File: src/rtl/uv_i2c_pinctl_if.sv
// Engine-side bundle of the I2C pin controller: line drive requests from the
// engine, filtered line values and bus status back to it.
interface uv_i2c_pinctl_if;
    logic core_scl_out;
    logic core_sda_out;
    logic core_scl_oen;
    logic core_sda_oen;
    logic core_scl_in;
    logic core_sda_in;
    logic bus_start;
    logic bus_stop;
    logic bus_busy;
    logic arb_lost;
    logic scl_stretch;

    // I2C engine side
    modport master (
        output core_scl_out, core_sda_out, core_scl_oen, core_sda_oen,
        input  core_scl_in, core_sda_in,
        input  bus_start, bus_stop, bus_busy, arb_lost, scl_stretch
    );

    // pin controller side
    modport slave (
        input  core_scl_out, core_sda_out, core_scl_oen, core_sda_oen,
        output core_scl_in, core_sda_in,
        output bus_start, bus_stop, bus_busy, arb_lost, scl_stretch
    );
endinterface

File: src/rtl/uv_i2c_filt.sv
// One I2C line: metastability synchronizer followed by a spike filter.
// The filtered value only follows the synchronized value after it has
// disagreed for flt_len + 1 consecutive cycles.
module uv_i2c_filt #(
    parameter int FLT_W       = 4,
    parameter int SYNC_STAGES = 2
) (
    input  logic             clk,
    input  logic             rst,
    input  logic             pad_in,
    input  logic [FLT_W-1:0] flt_len,
    output logic             filt_out
);
    logic [SYNC_STAGES-1:0] sync_q, sync_d;
    logic                   filt_q, filt_d;
    logic [FLT_W-1:0]       cnt_q, cnt_d;
    logic                   synced;

    assign synced   = sync_q[SYNC_STAGES-1];
    assign filt_out = filt_q;

    // Next-state: shift the synchronizer and run the disagreement counter.
    // ">=" rather than "==" so a length lowered below the running count
    // still lets the filtered value update on the next cycle.
    always_comb begin
        sync_d = {sync_q[SYNC_STAGES-2:0], pad_in};
        filt_d = filt_q;
        cnt_d  = cnt_q;
        if (synced == filt_q) begin
            cnt_d = '0;
        end else if (cnt_q >= flt_len) begin
            filt_d = synced;
            cnt_d  = '0;
        end else begin
            cnt_d = cnt_q + 1'b1;
        end
    end

    // State registers; an idle I2C line is high, so reset to 1.
    always_ff @(posedge clk or posedge rst) begin
        if (rst) begin
            sync_q <= '1;
            filt_q <= 1'b1;
            cnt_q  <= '0;
        end else begin
            sync_q <= sync_d;
            filt_q <= filt_d;
            cnt_q  <= cnt_d;
        end
    end
endmodule

File: src/rtl/uv_i2c_pinctl.sv
// I2C pad controller: open-drain pad drive, filtered line inputs, START/STOP
// detection, bus-busy tracking, arbitration-loss and clock-stretch detection.
module uv_i2c_pinctl #(
    parameter int FLT_W       = 4,
    parameter int SYNC_STAGES = 2
) (
    input  logic             clk,
    input  logic             rst,
    input  logic             cfg_en,
    input  logic [FLT_W-1:0] cfg_flt_len,
    input  logic             pad_scl_in,
    input  logic             pad_sda_in,
    output logic             pad_scl_out,
    output logic             pad_sda_out,
    output logic             pad_scl_oen,
    output logic             pad_sda_oen,
    uv_i2c_pinctl_if.slave   core
);
    // threshold is formed two bits wider so the sum cannot wrap
    localparam int CW = FLT_W + 2;

    logic             scl_f, sda_f;
    logic             scl_prev_q, scl_prev_d;
    logic             sda_prev_q, sda_prev_d;
    logic             start_q, start_d;
    logic             stop_q, stop_d;
    logic             busy_q, busy_d;
    logic             arb_q, arb_d;
    logic [FLT_W-1:0] stretch_cnt_q, stretch_cnt_d;
    logic [CW-1:0]    stretch_thr;

    uv_i2c_filt #(.FLT_W(FLT_W), .SYNC_STAGES(SYNC_STAGES)) u_filt_scl (
        .clk(clk), .rst(rst), .pad_in(pad_scl_in), .flt_len(cfg_flt_len), .filt_out(scl_f)
    );

    uv_i2c_filt #(.FLT_W(FLT_W), .SYNC_STAGES(SYNC_STAGES)) u_filt_sda (
        .clk(clk), .rst(rst), .pad_in(pad_sda_in), .flt_len(cfg_flt_len), .filt_out(sda_f)
    );

    // Open-drain: only ever pull low; reset releases the pads without a clock.
    assign pad_scl_out = 1'b0;
    assign pad_sda_out = 1'b0;
    assign pad_scl_oen = rst | ~(cfg_en & ~core.core_scl_oen & ~core.core_scl_out);
    assign pad_sda_oen = rst | ~(cfg_en & ~core.core_sda_oen & ~core.core_sda_out);

    assign core.core_scl_in = scl_f;
    assign core.core_sda_in = sda_f;

    assign stretch_thr = CW'(cfg_flt_len) + CW'(SYNC_STAGES + 1);

    // Status outputs are also gated by cfg_en so disabling takes effect at once.
    assign core.bus_start   = start_q & cfg_en;
    assign core.bus_stop    = stop_q & cfg_en;
    assign core.bus_busy    = busy_q & cfg_en;
    assign core.arb_lost    = arb_q & cfg_en;
    assign core.scl_stretch = cfg_en & (CW'(stretch_cnt_q) > stretch_thr);

    // Bus-condition detection on the filtered lines. Requiring SCL stable
    // high across both cycles also rejects simultaneous SCL/SDA edges.
    always_comb begin
        scl_prev_d    = scl_f;
        sda_prev_d    = sda_f;
        start_d       = cfg_en & scl_prev_q & scl_f & sda_prev_q & ~sda_f;
        stop_d        = cfg_en & scl_prev_q & scl_f & ~sda_prev_q & sda_f;
        arb_d         = cfg_en & busy_q & ~scl_prev_q & scl_f & ~sda_f
                        & (core.core_sda_oen | core.core_sda_out);
        busy_d        = busy_q;
        stretch_cnt_d = '0;
        if (!cfg_en) begin
            busy_d = 1'b0;
        end else if (start_q) begin
            busy_d = 1'b1;
        end else if (stop_q) begin
            busy_d = 1'b0;
        end
        if (cfg_en && (core.core_scl_oen || core.core_scl_out) && !scl_f) begin
            stretch_cnt_d = (stretch_cnt_q == '1) ? stretch_cnt_q : stretch_cnt_q + 1'b1;
        end
    end

    // Detector and status registers.
    always_ff @(posedge clk or posedge rst) begin
        if (rst) begin
            scl_prev_q    <= 1'b1;
            sda_prev_q    <= 1'b1;
            start_q       <= 1'b0;
            stop_q        <= 1'b0;
            busy_q        <= 1'b0;
            arb_q         <= 1'b0;
            stretch_cnt_q <= '0;
        end else begin
            scl_prev_q    <= scl_prev_d;
            sda_prev_q    <= sda_prev_d;
            start_q       <= start_d;
            stop_q        <= stop_d;
            busy_q        <= busy_d;
            arb_q         <= arb_d;
            stretch_cnt_q <= stretch_cnt_d;
        end
    end
endmodule

File: src/flat_wrapper.sv
// flat-port wrapper written by rule: the top's interface ports become plain ports
module uv_i2c_pinctl_flat 
#(
    parameter int FLT_W       = 4,
    parameter int SYNC_STAGES = 2
)
  (clk, rst, cfg_en, cfg_flt_len, pad_scl_in, pad_sda_in, pad_scl_out, pad_sda_out, pad_scl_oen, pad_sda_oen, core_core_scl_out, core_core_sda_out, core_core_scl_oen, core_core_sda_oen, core_core_scl_in, core_core_sda_in, core_bus_start, core_bus_stop, core_bus_busy, core_arb_lost, core_scl_stretch);
  uv_i2c_pinctl_if core_i ();
  input  logic clk;
  input  logic rst;
  input  logic cfg_en;
  input  logic [FLT_W-1:0] cfg_flt_len;
  input  logic pad_scl_in;
  input  logic pad_sda_in;
  output logic pad_scl_out;
  output logic pad_sda_out;
  output logic pad_scl_oen;
  output logic pad_sda_oen;
  input wire logic [$bits(core_i.core_scl_out)-1:0] core_core_scl_out;
  input wire logic [$bits(core_i.core_sda_out)-1:0] core_core_sda_out;
  input wire logic [$bits(core_i.core_scl_oen)-1:0] core_core_scl_oen;
  input wire logic [$bits(core_i.core_sda_oen)-1:0] core_core_sda_oen;
  output wire logic [$bits(core_i.core_scl_in)-1:0] core_core_scl_in;
  output wire logic [$bits(core_i.core_sda_in)-1:0] core_core_sda_in;
  output wire logic [$bits(core_i.bus_start)-1:0] core_bus_start;
  output wire logic [$bits(core_i.bus_stop)-1:0] core_bus_stop;
  output wire logic [$bits(core_i.bus_busy)-1:0] core_bus_busy;
  output wire logic [$bits(core_i.arb_lost)-1:0] core_arb_lost;
  output wire logic [$bits(core_i.scl_stretch)-1:0] core_scl_stretch;
  assign core_i.core_scl_out = core_core_scl_out;
  assign core_i.core_sda_out = core_core_sda_out;
  assign core_i.core_scl_oen = core_core_scl_oen;
  assign core_i.core_sda_oen = core_core_sda_oen;
  assign core_core_scl_in = core_i.core_scl_in;
  assign core_core_sda_in = core_i.core_sda_in;
  assign core_bus_start = core_i.bus_start;
  assign core_bus_stop = core_i.bus_stop;
  assign core_bus_busy = core_i.bus_busy;
  assign core_arb_lost = core_i.arb_lost;
  assign core_scl_stretch = core_i.scl_stretch;
  uv_i2c_pinctl #(.FLT_W(FLT_W), .SYNC_STAGES(SYNC_STAGES)) u_core (.clk(clk), .rst(rst), .cfg_en(cfg_en), .cfg_flt_len(cfg_flt_len), .pad_scl_in(pad_scl_in), .pad_sda_in(pad_sda_in), .pad_scl_out(pad_scl_out), .pad_sda_out(pad_sda_out), .pad_scl_oen(pad_scl_oen), .pad_sda_oen(pad_sda_oen), .core(core_i));
endmodule
File: config.mk
export PLATFORM = sky130hd
export DESIGN_NAME = uv_i2c_pinctl_flat
export DESIGN_NICKNAME = d
export VERILOG_FILES = /design/src/rtl/uv_i2c_pinctl_if.sv /design/src/rtl/uv_i2c_filt.sv /design/src/rtl/uv_i2c_pinctl.sv /design/src/flat_wrapper.sv
export SDC_FILE = /design/constraint.sdc
export NUM_CORES = 1
export LEC_CHECK = 0
export ABC_AREA = 1
export CORE_MARGIN = 10
export CORE_UTILIZATION = 47
export DETAILED_ROUTE_END_ITERATION = 12
export PLACE_DENSITY = 0.82
export SYNTH_ARGS = -nofsm -noshare
export SYNTH_HDL_FRONTEND = slang
export SYNTH_SLANG_ARGS = --single-unit
File: constraint.sdc
create_clock -name clk -period 2.3 [get_ports clk]
set_clock_uncertainty 0.15 [all_clocks]
set_input_delay 0.69 -clock clk [delete_from_list [all_inputs] [get_ports clk]]
set_output_delay 0.69 -clock clk [all_outputs]
set_load 0.02 [all_outputs]
==> metrics.txt <==
crit path kind=input pin to output pin; Nets=240; Total GRT Usage=0.121; hold slack=216 ps; register area share after synthesis=0.445; Clock Sinks=24; CTS tree=yes; Hold Path Stages=0; average routed wire per standard cell=13.1 um; Antenna Cells=0; crit-path cells=buf_12 > inv_12 > ha_4 > xor2_1 > ha_1 > nand2_1 > inv_2 > nand3_2 > nand3_2 > a21oi_4 > buf_6; number of buffers created by CTS=3; P_int=0.928 mW; total power=1.42 mW; largest net degree at the start of global routing=15; Worst Path Buf+Inv=4; drt total wl=3.17 mm; H-tree depth=1; Die Area=0.00548 mm^2; status=finished, violations left; crit path capture type=output pin; Post-synth EDFFs=0; core area=0.00278 mm^2; most common cell in the netlist=nand2_1; first-pass GRT wire length=5.41 mm; root buffer cell=clkbuf_4; Comb power frac=0.365; Post-synth top cells=nand2_1 (35), inv_1 (26), dfrtp_1 (16), ha_1 (16), nor2_1 (15); clock-pin slew on the worst setup and hold paths=130 ps; Die H=74.0 um; DR pass1 iterations=4; vias in the first global route=1298; fin crit share=1.19; GP Congestion=0.799; Starting Density=0.493; Synth area leaders=dfrtp_1 (29%), dfstp_2 (15%), ha_1 (15%); yosys warns=0; number of synthesized register bits=24; Crit path depth=11; critical path's slowest cell=ha_1; DR vias=1225; Synth cell types=20; leak pwr=1.07 nW; post-route ant nets=0; mean post-synth cell area=8.57 um^2; sw frac=0.344; GRT overflow=0; failing checks=setup timing; hold_buf cts=0; dominant synthesized flop cell=dfrtp_1; Via density=5.08; unrepaired setup endpoints after global routing=true; Syn Inst Count=160; Iter 0 DRT Violations=32; fin crit period=2730 ps; Post-DP HPWL=2.62 mm; # port buffers=21; number of cell rows=19; non-filler cells, final=241; Area growth syn-to-layout=40.9%; Sequential Power Share=0.421; Critical Path RT=1460 ps; maximum clock frequency=0.366 GHz; placed cells=233; Reg2Reg Depth=4; family with the most delay on the worst path=adder cells; initial antenna violation count=0; fraction of layout cells with a size suffix above 1=0.276; Psw=0.488 mW; clock latency on the worst-skew pair=320 ps; share of the synthesized area in the top cell type=0.292; # DRC=0; clock share of power=0.214; pwr dens=733 mW/mm^2; final worst slack=-435 ps; Fin. Hold Viols=0; final setup vio count=1; type of the most critical hold path=register to register; CP dominant cell by count=nand3_2; largest area contributor in the netlist=dfrtp_1; Setup crit start kind=input pin; maxcap violations=0; mapped cell area=0.00137 mm^2; ys async rst share=1.00; Pins Over Slew Limit=0; # IOs=24; Die Wd=74.0 um; Bufs on Longest Clock Path=2; VDD IR-drop max=0.822 mV; Largest stage delay, worst path=290 ps; critical path arrival=1890 ps; worst-path fanout max=2; Filler Cells Inserted=214
placed cells by master (no fill, tap or decap), types with 4 or more instances in the layout:
cell type,synthesis,layout
nand3_1,11,9
inv_1,26,22
nor2_1,15,14
dlygate4sd2_1,0,5
a21oi_1,6,5
buf_6,0,4
buf_4,3,26
ha_1,16,15
nand2_1,35,35
nand4_1,5,5
xor2_1,5,5
dfstp_2,8,8
dfrtp_1,16,16
logic make-up after synthesis:
| group | after synthesis | synth area share |
|---|---|---|
| other cells | 1 | 0.00273 |
| fa+ha+maj | 16 | 0.146 |
| xor+xnor | 7 | 0.0502 |
| buf+inv | 29 | 0.0876 |
| flops | 24 | 0.445 |
| simple gates | 71 | 0.221 |
| compound gates | 12 | 0.0474 |
state kept, by name, indices dropped and copies added (netlist names), 2 cells and up:
register / count
u_core.stretch_cnt_q: 4
u_core.u_filt_scl.cnt_q: 4
u_core.u_filt_sda.cnt_q: 4
u_core.u_filt_scl.sync_q: 2
u_core.u_filt_sda.sync_q: 2
power groups by stage:
stage               registers (mW)  clock network (mW)  logic [mW]
detailed placement           0.605                   0       0.513
floorplan                    0.624                   0       0.282
CTS                          0.596               0.310       0.520
global placement             0.596                   0       0.480
global route                 0.614               0.323       0.583
finish                       0.596               0.304       0.516
metrics by stage:
step / utilization / area, um^2 / setup TNS [ps] / setup slack (ps)
6_report: 0.695 / 1930 / -435 / -435
5_1_grt: 0.695 / 1930 / -511 / -511
4_1_cts: 0.688 / 1910 / -441 / -441
3_5_place_dp: 0.656 / 1820 / -7810 / -1530
3_3_place_gp: 0.656 / 1820 / -7280 / -1480
2_1_floorplan: - / 1430 / -239 / -239
cell type report:
cell class / instances / area, um^2 / share of cell area
repair buffers: 48 / 427 / 0.221
clock buffers: 3 / 22.5 / 0.0117
inverters: 26 / 119 / 0.0615
clock inverters: 1 / 30.0 / 0.0155
well taps: 31 / 38.8 / 0.0201
multi-input cells: 108 / 684 / 0.354
flip-flops and latches: 24 / 611 / 0.316
layer usage:
layer | GRT usage | part of all wire
met1 | 0.127 | 0.39
met2 | 0.220 | 0.52
met3 | 0.0359 | 0.070
met4 | 0.0476 | 0.021
met5 | 0 | 0
worst paths after layout:
kind	slack, ps	end	from
worst max-delay path	-430	core_scl_stretch	cfg_flt_len[1]
worst min-delay path	220	u_core.u_filt_scl.sync_q[1]	u_core.u_filt_scl.sync_q[0]
max in group asynchronous	1170	u_core.u_filt_sda.filt_out	rst
worst min register to register	220	u_core.u_filt_scl.sync_q[1]	u_core.u_filt_scl.sync_q[0]
worst max register to register	800	u_core.u_filt_scl.cnt_q[3]	u_core.u_filt_scl.cnt_q[3]
min in group asynchronous	530	u_core.stretch_cnt_q[1]	rst
worst reg2reg max path, cell delays in order (launching register included):
cell	delay, ps
dfrtp_1	420
ha_1	300
a21oi_1	190
nand3_1	210
nor2_1	170
timing repair:
item | 4_1_cts | 5_1_grt
pin swaps | 7 | 8
gates resized for setup | 57 | 9
setup buffers | 3 | 1
endpoints found under the setup margin | 9 | 6
gates cloned | 0 | 0
Power figures use the tool's default switching activity.
